### src/rtl/rename_sequencer.sv
// Sequences the shared rename port between decode allocations and buffered retire releases,
// tracks the free physical-register count and registers rename results toward dispatch.
module rename_sequencer #(
    parameter int NUM_PHYS_REGS = 64,
    parameter int FREE_INIT     = 32,
    parameter int RETQ_DEPTH    = 4,
    parameter int STARVE_LIMIT  = 3
) (
    input  logic       clk,
    input  logic       reset_n,
    input  logic       dec_valid,
    output logic       dec_ready,
    input  logic [4:0] dec_rs1,
    input  logic [4:0] dec_rs2,
    input  logic [4:0] dec_rd,
    input  logic       ret_valid,
    output logic       ret_ready,
    input  logic [5:0] ret_phys_reg,
    output logic       ren_issue_valid,
    output logic       ren_retire_valid,
    output logic [4:0] ren_rs1,
    output logic [4:0] ren_rs2,
    output logic [4:0] ren_rd,
    output logic [5:0] ren_retire_phys_reg,
    input  logic [5:0] ren_phys_rd,
    input  logic [5:0] ren_phys_rs1,
    input  logic [5:0] ren_phys_rs2,
    input  logic [5:0] ren_old_phys_rd,
    input  logic       ren_free_list_empty,
    output logic       out_valid,
    input  logic       out_ready,
    output logic [5:0] out_phys_rd,
    output logic [5:0] out_phys_rs1,
    output logic [5:0] out_phys_rs2,
    output logic [5:0] out_old_phys_rd,
    output logic [6:0] free_count,
    output logic       err
);
    localparam int AW = $clog2(RETQ_DEPTH);
    localparam int SW = (STARVE_LIMIT < 4) ? 2 : $clog2(STARVE_LIMIT + 1);
    localparam logic [6:0]    FREE_MAX   = 7'(NUM_PHYS_REGS);
    localparam logic [6:0]    FREE_RST   = 7'(FREE_INIT);
    localparam logic [SW-1:0] STARVE_MAX = SW'(STARVE_LIMIT);
    localparam logic [AW:0]   PTR_ONE    = {{AW{1'b0}}, 1'b1};
    localparam logic [SW-1:0] STARVE_ONE = {{(SW-1){1'b0}}, 1'b1};

    typedef enum logic [0:0] {ST_RUN = 1'b0, ST_RECLAIM = 1'b1} state_e;

    state_e        state_r, state_s;
    logic [5:0]    fifo_mem_r [RETQ_DEPTH];
    logic [AW:0]   wr_ptr_r, rd_ptr_r;
    logic [SW-1:0] starve_cnt_r, starve_next_s;
    logic [6:0]    free_count_r, free_next_s;
    logic          err_r, err_next_s;
    logic          out_valid_r;
    logic [5:0]    out_rd_r, out_rs1_r, out_rs2_r, out_old_r;
    logic          fifo_empty_s, fifo_full_s, enq_s, capture_s;
    logic          slot_free_s, can_issue_s, issue_grant_s, retire_grant_s;

    assign fifo_empty_s = (wr_ptr_r == rd_ptr_r);
    assign fifo_full_s  = (wr_ptr_r[AW] != rd_ptr_r[AW]) && (wr_ptr_r[AW-1:0] == rd_ptr_r[AW-1:0]);
    assign enq_s        = ret_valid & ~fifo_full_s;
    assign capture_s    = issue_grant_s & ~ren_free_list_empty;

    // Grant arbitration: retire wins whenever the queue has work and issue is blocked or starving it.
    always_comb begin
        slot_free_s    = ~out_valid_r | out_ready;
        can_issue_s    = reset_n & dec_valid & slot_free_s & (free_count_r != 7'd0) & (state_r == ST_RUN);
        retire_grant_s = 1'b0;
        if (reset_n && !fifo_empty_s &&
            ((state_r == ST_RECLAIM) || fifo_full_s || (starve_cnt_r == STARVE_MAX) || !can_issue_s)) begin
            retire_grant_s = 1'b1;
        end else begin
            retire_grant_s = 1'b0;
        end
        issue_grant_s = can_issue_s & ~retire_grant_s;
    end

    // Free-count, error and starvation bookkeeping for the coming edge.
    always_comb begin
        free_next_s   = free_count_r;
        err_next_s    = err_r;
        starve_next_s = starve_cnt_r;
        if (issue_grant_s) begin
            if (ren_free_list_empty) begin
                err_next_s = 1'b1;
            end else begin
                free_next_s = free_count_r - 7'd1;
            end
        end else if (retire_grant_s) begin
            if (free_count_r == FREE_MAX) begin
                err_next_s = 1'b1;
            end else begin
                free_next_s = free_count_r + 7'd1;
            end
        end else begin
            free_next_s = free_count_r;
        end
        if (retire_grant_s || fifo_empty_s) begin
            starve_next_s = '0;
        end else if (issue_grant_s && (starve_cnt_r != STARVE_MAX)) begin
            starve_next_s = starve_cnt_r + STARVE_ONE;
        end else begin
            starve_next_s = starve_cnt_r;
        end
    end

    // RUN/RECLAIM next state: reclaim once the pool is drained, resume after a retire refills it.
    always_comb begin
        state_s = state_r;
        case (state_r)
            ST_RUN: begin
                if (free_next_s == 7'd0) state_s = ST_RECLAIM;
                else                     state_s = ST_RUN;
            end
            ST_RECLAIM: begin
                if (retire_grant_s && (free_next_s != 7'd0)) state_s = ST_RUN;
                else                                         state_s = ST_RECLAIM;
            end
            default: state_s = ST_RUN;
        endcase
    end

    // Retire queue storage; stale entries are harmless because pointers gate every read.
    always_ff @(posedge clk) begin
        if (enq_s) begin
            fifo_mem_r[wr_ptr_r[AW-1:0]] <= ret_phys_reg;
        end
    end

    // Control state, queue pointers and the registered result stage.
    always_ff @(posedge clk) begin
        if (!reset_n) begin
            state_r      <= ST_RUN;
            wr_ptr_r     <= '0;
            rd_ptr_r     <= '0;
            starve_cnt_r <= '0;
            free_count_r <= FREE_RST;
            err_r        <= 1'b0;
            out_valid_r  <= 1'b0;
            out_rd_r     <= 6'd0;
            out_rs1_r    <= 6'd0;
            out_rs2_r    <= 6'd0;
            out_old_r    <= 6'd0;
        end else begin
            state_r      <= state_s;
            starve_cnt_r <= starve_next_s;
            free_count_r <= free_next_s;
            err_r        <= err_next_s;
            if (enq_s)          wr_ptr_r <= wr_ptr_r + PTR_ONE;
            if (retire_grant_s) rd_ptr_r <= rd_ptr_r + PTR_ONE;
            if (capture_s) begin
                out_valid_r <= 1'b1;
                out_rd_r    <= ren_phys_rd;
                out_rs1_r   <= ren_phys_rs1;
                out_rs2_r   <= ren_phys_rs2;
                out_old_r   <= ren_old_phys_rd;
            end else if (out_ready) begin
                out_valid_r <= 1'b0;
            end
        end
    end

    assign dec_ready           = issue_grant_s;
    assign ret_ready           = ~fifo_full_s;
    assign ren_issue_valid     = issue_grant_s;
    assign ren_retire_valid    = retire_grant_s;
    assign ren_rs1             = issue_grant_s ? dec_rs1 : 5'd0;
    assign ren_rs2             = issue_grant_s ? dec_rs2 : 5'd0;
    assign ren_rd              = issue_grant_s ? dec_rd  : 5'd0;
    assign ren_retire_phys_reg = retire_grant_s ? fifo_mem_r[rd_ptr_r[AW-1:0]] : 6'd0;
    assign out_valid           = out_valid_r;
    assign out_phys_rd         = out_rd_r;
    assign out_phys_rs1        = out_rs1_r;
    assign out_phys_rs2        = out_rs2_r;
    assign out_old_phys_rd     = out_old_r;
    assign free_count          = free_count_r;
    assign err                 = err_r;

endmodule
### config.mk
export PLATFORM = sky130hd
export DESIGN_NAME = rename_sequencer
export DESIGN_NICKNAME = d
export VERILOG_FILES = /design/src/rtl/rename_sequencer.sv
export SDC_FILE = /design/constraint.sdc
export NUM_CORES = 1
export LEC_CHECK = 0
export ABC_CLOCK_PERIOD_IN_PS = 2500
export CORE_ASPECT_RATIO = 0.8
export CORE_MARGIN = 5
export CORE_UTILIZATION = 25
export CTS_BUF_LIST = sky130_fd_sc_hd__clkbuf_4 sky130_fd_sc_hd__clkbuf_8
export DETAILED_ROUTE_END_ITERATION = 8
export PLACE_DENSITY = 0.63
export SLEW_MARGIN = 20
export SYNTH_ARGS = -nofsm -noshare
export SYNTH_HDL_FRONTEND = slang
export SYNTH_SLANG_ARGS = --single-unit
### constraint.sdc
create_clock -name clk -period 2.5 [get_ports clk]
set_input_delay 0.375 -clock clk [delete_from_list [all_inputs] [get_ports clk]]
set_output_delay 0.375 -clock clk [all_outputs]
set_load 0.01 [all_outputs]
Word-level counts from Yosys, hierarchy flattened
Memory sizes are Yosys's and may differ from the RTL's. A register that Yosys moved wholly into a read port is not among the register bits.
Cells that the tools add are included.
{"block": "word_totals", "input_bits": 51, "ram_bits": 24, "output_inout_bits": 58, "regBits": 42, "wordCells": 79, "mem_count": 1}
{"memory": "fifo_mem_r", "words": 4, "word_bits": 6, "rd": 1, "rd_clocked_by_memory_dff": 1, "write_ports": 1, "line_no": "50", "rtl": "logic [5:0] fifo_mem_r [RETQ_DEPTH];"}
{"block": "op_classes", "n_bitwise": 14, "n_reduce_logical": 19, "n_mux": 22, "add_sub_neg": 5, "eq_ne": 7}
{"operator": "7-bit 2-to-1 mux", "n": 4}
{"operator": "5-bit 2-to-1 mux", "n": 3}
{"operator": "7-bit nonzero test", "n": 2}
{"operator": "1-bit 2-to-1 mux", "n": 11}
{"operator": "7-bit by 1-bit adder with 7-bit output (second input constant)", "n": 1}
{"operator": "1-bit AND", "n": 7}
{"operator": "7-bit == test (second input constant)", "n": 1}
{"operator": "7-bit zero test", "n": 1}
{"operator": "7-bit by 1-bit subtractor with 7-bit output (second input constant)", "n": 1}
{"operator": "3-bit by 1-bit adder with 3-bit output (second input constant)", "n": 2}
{"operator": "6-bit 2-to-1 mux", "n": 1}
{"operator": "1-bit inverter", "n": 6}
{"operator": "2-bit nonzero test", "n": 3}
{"operator": "1-bit logical AND", "n": 5}
{"operator": "1-bit logical OR", "n": 4}
{"operator": "2-bit 2-to-1 mux", "n": 2}
{"operator": "2-bit != test (second input constant)", "n": 2}
{"operator": "3-bit == test", "n": 1}
{"operator": "3-bit AND reduction", "n": 1}
{"operator": "2-bit by 1-bit adder with 2-bit output (second input constant)", "n": 1}
{"operator": "2-bit == test", "n": 1}
{"operator": "2-bit == test (second input constant)", "n": 1}
{"operator": "1-bit zero test", "n": 2}
{"operator": "1-bit case mux with 2 select lines", "n": 1}
{"operator": "3 further kinds", "n": 3}

Logic depth before layout (Yosys ltp)
{"block": "depth", "word_depth": 16, "ltp_mapped": 11, "mapped_depth_nobuf": 11}

Worst setup path after synthesis
OpenSTA, ideal clock, no wires.
{"block": "synth_timing", "path_type": "register to register", "from": "register free_count_r[0] (netlist: free_count[0])", "to": "register state_r", "arrival_ns": 2.593, "path_slack_ns": -0.177, "stages_incl_launch_ff": 10, "period_less_slack_ns": 2.677, "path_cell_list": "dfxtp_1 -> inv_1 -> ha_1 -> nor2b_1 -> a211o_1 -> a211oi_2 -> a21oi_2 -> xnor2_1 -> or4_1 -> o31ai_2"}
{"block": "synth_via", "elab_chain_cells": 14, "elab_cells_between_ends": 22, "classes_between": "2 x add/sub; 1 x eq/ne; 8 x mux; 4 x bitwise; 7 x reduce/logical"}
{"item": "from (decl)", "line_no": "53", "rtl": "logic [6:0] free_count_r, free_next_s;"}
{"item": "from (signal assigned)", "line_no": "148", "rtl": "free_count_r <= free_next_s;"}
{"item": "7-bit nonzero test", "line_no": "68", "rtl": "can_issue_s = reset_n & dec_valid & slot_free_s & (free_count_r != 7'd0) & (state_r == ST_RUN);"}
{"item": "1-bit AND (2 in series)", "line_no": "68"}
{"item": "1-bit zero test", "line_no": "71", "rtl": "((state_r == ST_RECLAIM) || fifo_full_s || (starve_cnt_r == STARVE_MAX) || !can_issue_s)) begin"}
{"item": "1-bit logical OR", "line_no": "71"}
{"item": "1-bit logical AND", "line_no": "70", "rtl": "if (reset_n && !fifo_empty_s &&"}
{"item": "1-bit 2-to-1 mux", "line_no": "70"}
{"item": "1-bit inverter", "line_no": "76", "rtl": "issue_grant_s = can_issue_s & ~retire_grant_s;"}
{"item": "1-bit AND", "line_no": "76"}
{"item": "7-bit 2-to-1 mux", "line_no": "84", "rtl": "if (issue_grant_s) begin"}
{"item": "7-bit nonzero test", "line_no": "117", "rtl": "if (retire_grant_s && (free_next_s != 7'd0)) state_s = ST_RUN;"}
{"item": "1-bit logical AND", "line_no": "117"}
{"item": "1-bit 2-to-1 mux", "line_no": "117"}
{"item": "1-bit case mux with 2 select lines *", "line_no": "111", "rtl": "case (state_r)"}
{"item": "to (signal assigned)", "line_no": "146", "rtl": "state_r <= state_s;"}
{"item": "to (decl)", "line_no": "49", "rtl": "state_e state_r, state_s;"}
Every way passes the cells marked *; elsewhere a longest branch is shown, timed or not.
A chain may end at the register's enable or synchronous reset.

Worst setup path after layout
{"block": "layout_timing", "from": "register free_count_r[1] (netlist: free_count[1])", "to": "register state_r"}
Same word-level chain as after synthesis.

==> impl_results.md <==
* FF-to-FF Start: free_count[1]
* Syn avg cell area at between 10 and 15 µm²
* Hold path cells at 1
* Core Area at roughly 12,000 µm²
* DR WL/cell at ~14 µm
* Worst reg2reg endpoint: state_r
* Via density at about 4.3
* Pleak at between 1.5 and 2 nW
* Register area share after synthesis at 0.5136
* Worst slew pin tran at approximately 0.49 ns
* Final net count at about 490
* Tcrit/Tclk final at 0.9825
* Top cells by area, synth: dfxtp_1 28%, edfxtp_1 23%, nand2_1 6.9%
* Die span in y at ~110 µm
* First-pass GRT wire length at roughly 13,000 µm
* Post-synthesis compound-gate area fraction at 0.1376
* Synth Area in Simple Gates at 0.2079
* Critical Path Start Type: flop
* Sw frac at 0.3173
* Die ar. at about 15,000 µm²
* Combinational Power Share at 0.381
* Fmax at roughly 400 MHz
* Total CTS buffers at 9
* Largest family of logic cells by synthesized area: simple AND/OR/NAND/NOR gates
* P&R area growth vs syn at 54.98%
* Primary FF master, synth: dfxtp_1
* 1st-pass router iterations at 4
* Syn Std Cell Area at between 3000 and 4000 µm²
* Worst-path fanout max at 3
* Synthesis warning total at 0
* Count of final setup violators at 0
* Slew Limit Fails at 0
* Setup ws final at around 0.044 ns
* Clock Latency Late Sink at between 0.3 and 0.4 ns
* DRT iter0 DRCs at about 160
* Share of post-route cells with drive strength above 1 at 0.2449
* Async SR Flop Fraction at 0
* RSZ-0062 raised after global routing: yes
* Worst Hold Launch: starve_cnt_r[0]
* Hold Vio Cnt, Final at 0
* Largest net degree at the start of global routing at 27
* R2R cell count at 11
* Row count at 36
* Vias in the first global route at ~2,600
* MaxCap Viol Count at 0
* Adder-cell share of the synthesized area at 0.03210
* Clock slew at reported path FFs at roughly 0.070 ns
* Worst EP required at between 2 and 3 ns
* Post-Route WL at approximately 8400 µm
* Tightest hold margin at ~0.43 ns
* Power density over the cells at 792.4 nW/µm²
* Dpl ws at -0.3382 ns
* Synthesized net count at between 300 and 400
* Area of the multi-input gates at 1511 µm²
* Status: complete, no violations
* CTS max path bufs at 2
* Unique masters post-synth at 49
* Setup crit end kind: flop
* Mux cell area share after synthesis at 0.04695
* Initial core utilization at 0.2554
* Top cell type's share of synthesized area at 0.2825
* Die W at between 100 and 150 µm
* Post-DP HPWL at ~6000 µm
* Seq cells post-synth at slightly below 70
* CP arrival at about 2.7 ns
* TritonCTS clock tree: done
* CTS root buf: clkbuf_8
* ANT cells at 0
* Cell taking the most area after synthesis: dfxtp_1
* CTS Hold Bufs at 0
* Min-Delay Path Class: flop to flop
* Vias at roughly 2,600
* Initial antenna violation count at 0
* GRT Util Overall at 0.1098
* Number of routed nets with antenna violations at 0
* Fin crit period at 2.456 ns
* Post-synth EDFFs at 24
* Worst IR Drop VDD at 0.2862 mV
* Post-Synth XOR/XNOR Area at 0.03371
* H-tree depth at 3
* Final setup TNS at 0 ns
* Clock power share at 0.259
* Fin area at 4832 µm²
* Clock Skew at 0.009409 ns
* CP Class: flop to flop
* Fill count at roughly 1,200
* GPL Wtd Cong at just under 0.9
* Final core utilization at 0.3959
* I/O pins at ~110
* Post-synthesis instance total at roughly 290
* Slew headroom at 0.6705
* Hold Path Sink: starve_cnt_r[0]
* Clock Sinks at 68
* Worst reg2reg setup slack at approximately 0.044 ns
* Pint at ~0.0026 W
* Drc violations at 0
* Sequential share of power at 0.360
* Remaining global-route overflow at 0
* Sequential cell area at 1607 µm²
* Area post-placement at approximately 4600 µm²
* NetSw at between 0.001 and 0.0015 W
* I/O Buffers at 108
synth_stat cells (all sizes together) (7+ instances only):
master / n
nand2: 58
dfxtp: 44
and2: 29
a21boi: 25
edfxtp: 24
clkbuf: 10
ha: 8
xnor2: 8
and3: 7
inv: 7
nand3: 7
through the flow:
| step | instances | power (W) |
|---|---|---|
| 6_report | 608 | 0.003829 |
| 5_1_grt | 608 | 0.004067 |
| 4_1_cts | 602 | 0.003806 |
| 3_5_place_dp | 583 | 0.002770 |
| 3_3_place_gp | 583 | 0.002749 |
| 2_1_floorplan | 294 | 0.002129 |
cell usage in the layout, fill, tap and decap left out, types with 4 or more instances in the layout:
cell type / synthesis / routed
nand3_1: 7 / 7
inv_1: 6 / 5
xnor2_1: 8 / 7
edfxtp_1: 24 / 24
nand2_1: 57 / 57
clkbuf_8: 0 / 9
mux4_2: 6 / 6
and2_1: 28 / 28
clkbuf_2: 0 / 12
buf_4: 1 / 29
ha_1: 8 / 7
buf_2: 2 / 9
a21boi_0: 24 / 24
dfxtp_1: 44 / 40
a21oi_1: 4 / 4
nor2b_1: 6 / 4
dfxtp_2: 0 / 4
clkdlybuf4s50_1: 0 / 84
and3_1: 7 / 7
final cells by class:
class,count,area share
Multi-Input combinational cell,205,0.3128
Tap cell,171,0.04428
Clock buffer,10,0.02719
Timing Repair Buffer,140,0.2550
Timing Repair inverter,1,0.001813
Sequential cell,68,0.3325
Inverter,7,0.008027
Clock inverter,6,0.01838
sequential cells by signal, indices dropped and copies added (netlist names), named ones only:
register / flops
err: 1
wr_ptr_r: 3
out_old_phys_rd: 6
starve_cnt_r: 2
free_count: 7
out_phys_rs1: 6
rd_ptr_r: 3
fifo_mem_r: 24
out_valid: 1
out_phys_rd: 6
out_phys_rs2: 6
state_r: 1
what timing repair did:
action                     4_1_cts  5_1_grt
setup endpoints to repair       24       24
pin swaps                        2        4
gates resized for setup         65       36
gates cloned                     0        1
buffers inserted                 3        5
cells by family (layout without fill, tap and decap cells):
group | Yosys count | count (layout)
and+or+nand+nor | 123 | 123
DFF | 68 | 68
AOI/OAI and AO/OA | 55 | 55
buffers and inverters | 21 | 164
xor gates and xnor gates | 12 | 12
adders and majority gates | 8 | 8
muxes | 7 | 7
how the worst max path moves through the flow:
stage / from / to / slack (ns) / cells after the start
2_1_floorplan: free_count[1] / state_r / 0.03 / 9
3_3_place_gp: reset_n / ren_rd[0] / -0.30 / 8
3_5_place_dp: reset_n / ren_rs1[2] / -0.34 / 8
4_1_cts: free_count[1] / ren_rs1[4] / 0.01 / 10
5_1_grt: free_count[0] / state_r / -0.07 / 11
6_report: free_count[1] / state_r / 0.04 / 11
layer usage:
layer  wire length [µm]  GRT usage  vias to the layer above
met1               3626     0.1361                     1241
met4                 66    0.03270                        0
met2               3975     0.1709                       85
li1                   -          -                     1295
met3                706    0.05169                        6
met5                  0          0                        -
worst max-delay path: stages (launching register included):
cell	delay [ns]
dfxtp_1	0.33
inv_1	0.04
ha_2	0.18
nor2b_4	0.14
a211oi_4	0.26
buf_6	0.14
o21ai_2	0.06
buf_4	0.16
o41ai_1	0.48
xor2_1	0.14
a211o_1	0.29
o31ai_2	0.17
power groups by stage:
stage	combinational (W)	sequential, W	clock [W]
2_1_floorplan	0.000743	0.00139	0
3_3_place_gp	0.00136	0.00139	0
3_5_place_dp	0.00137	0.00140	0
4_1_cts	0.00139	0.00138	0.00103
5_1_grt	0.00158	0.00140	0.00109
6_report	0.00146	0.00138	0.000993
(Power assumes the default switching activity.)
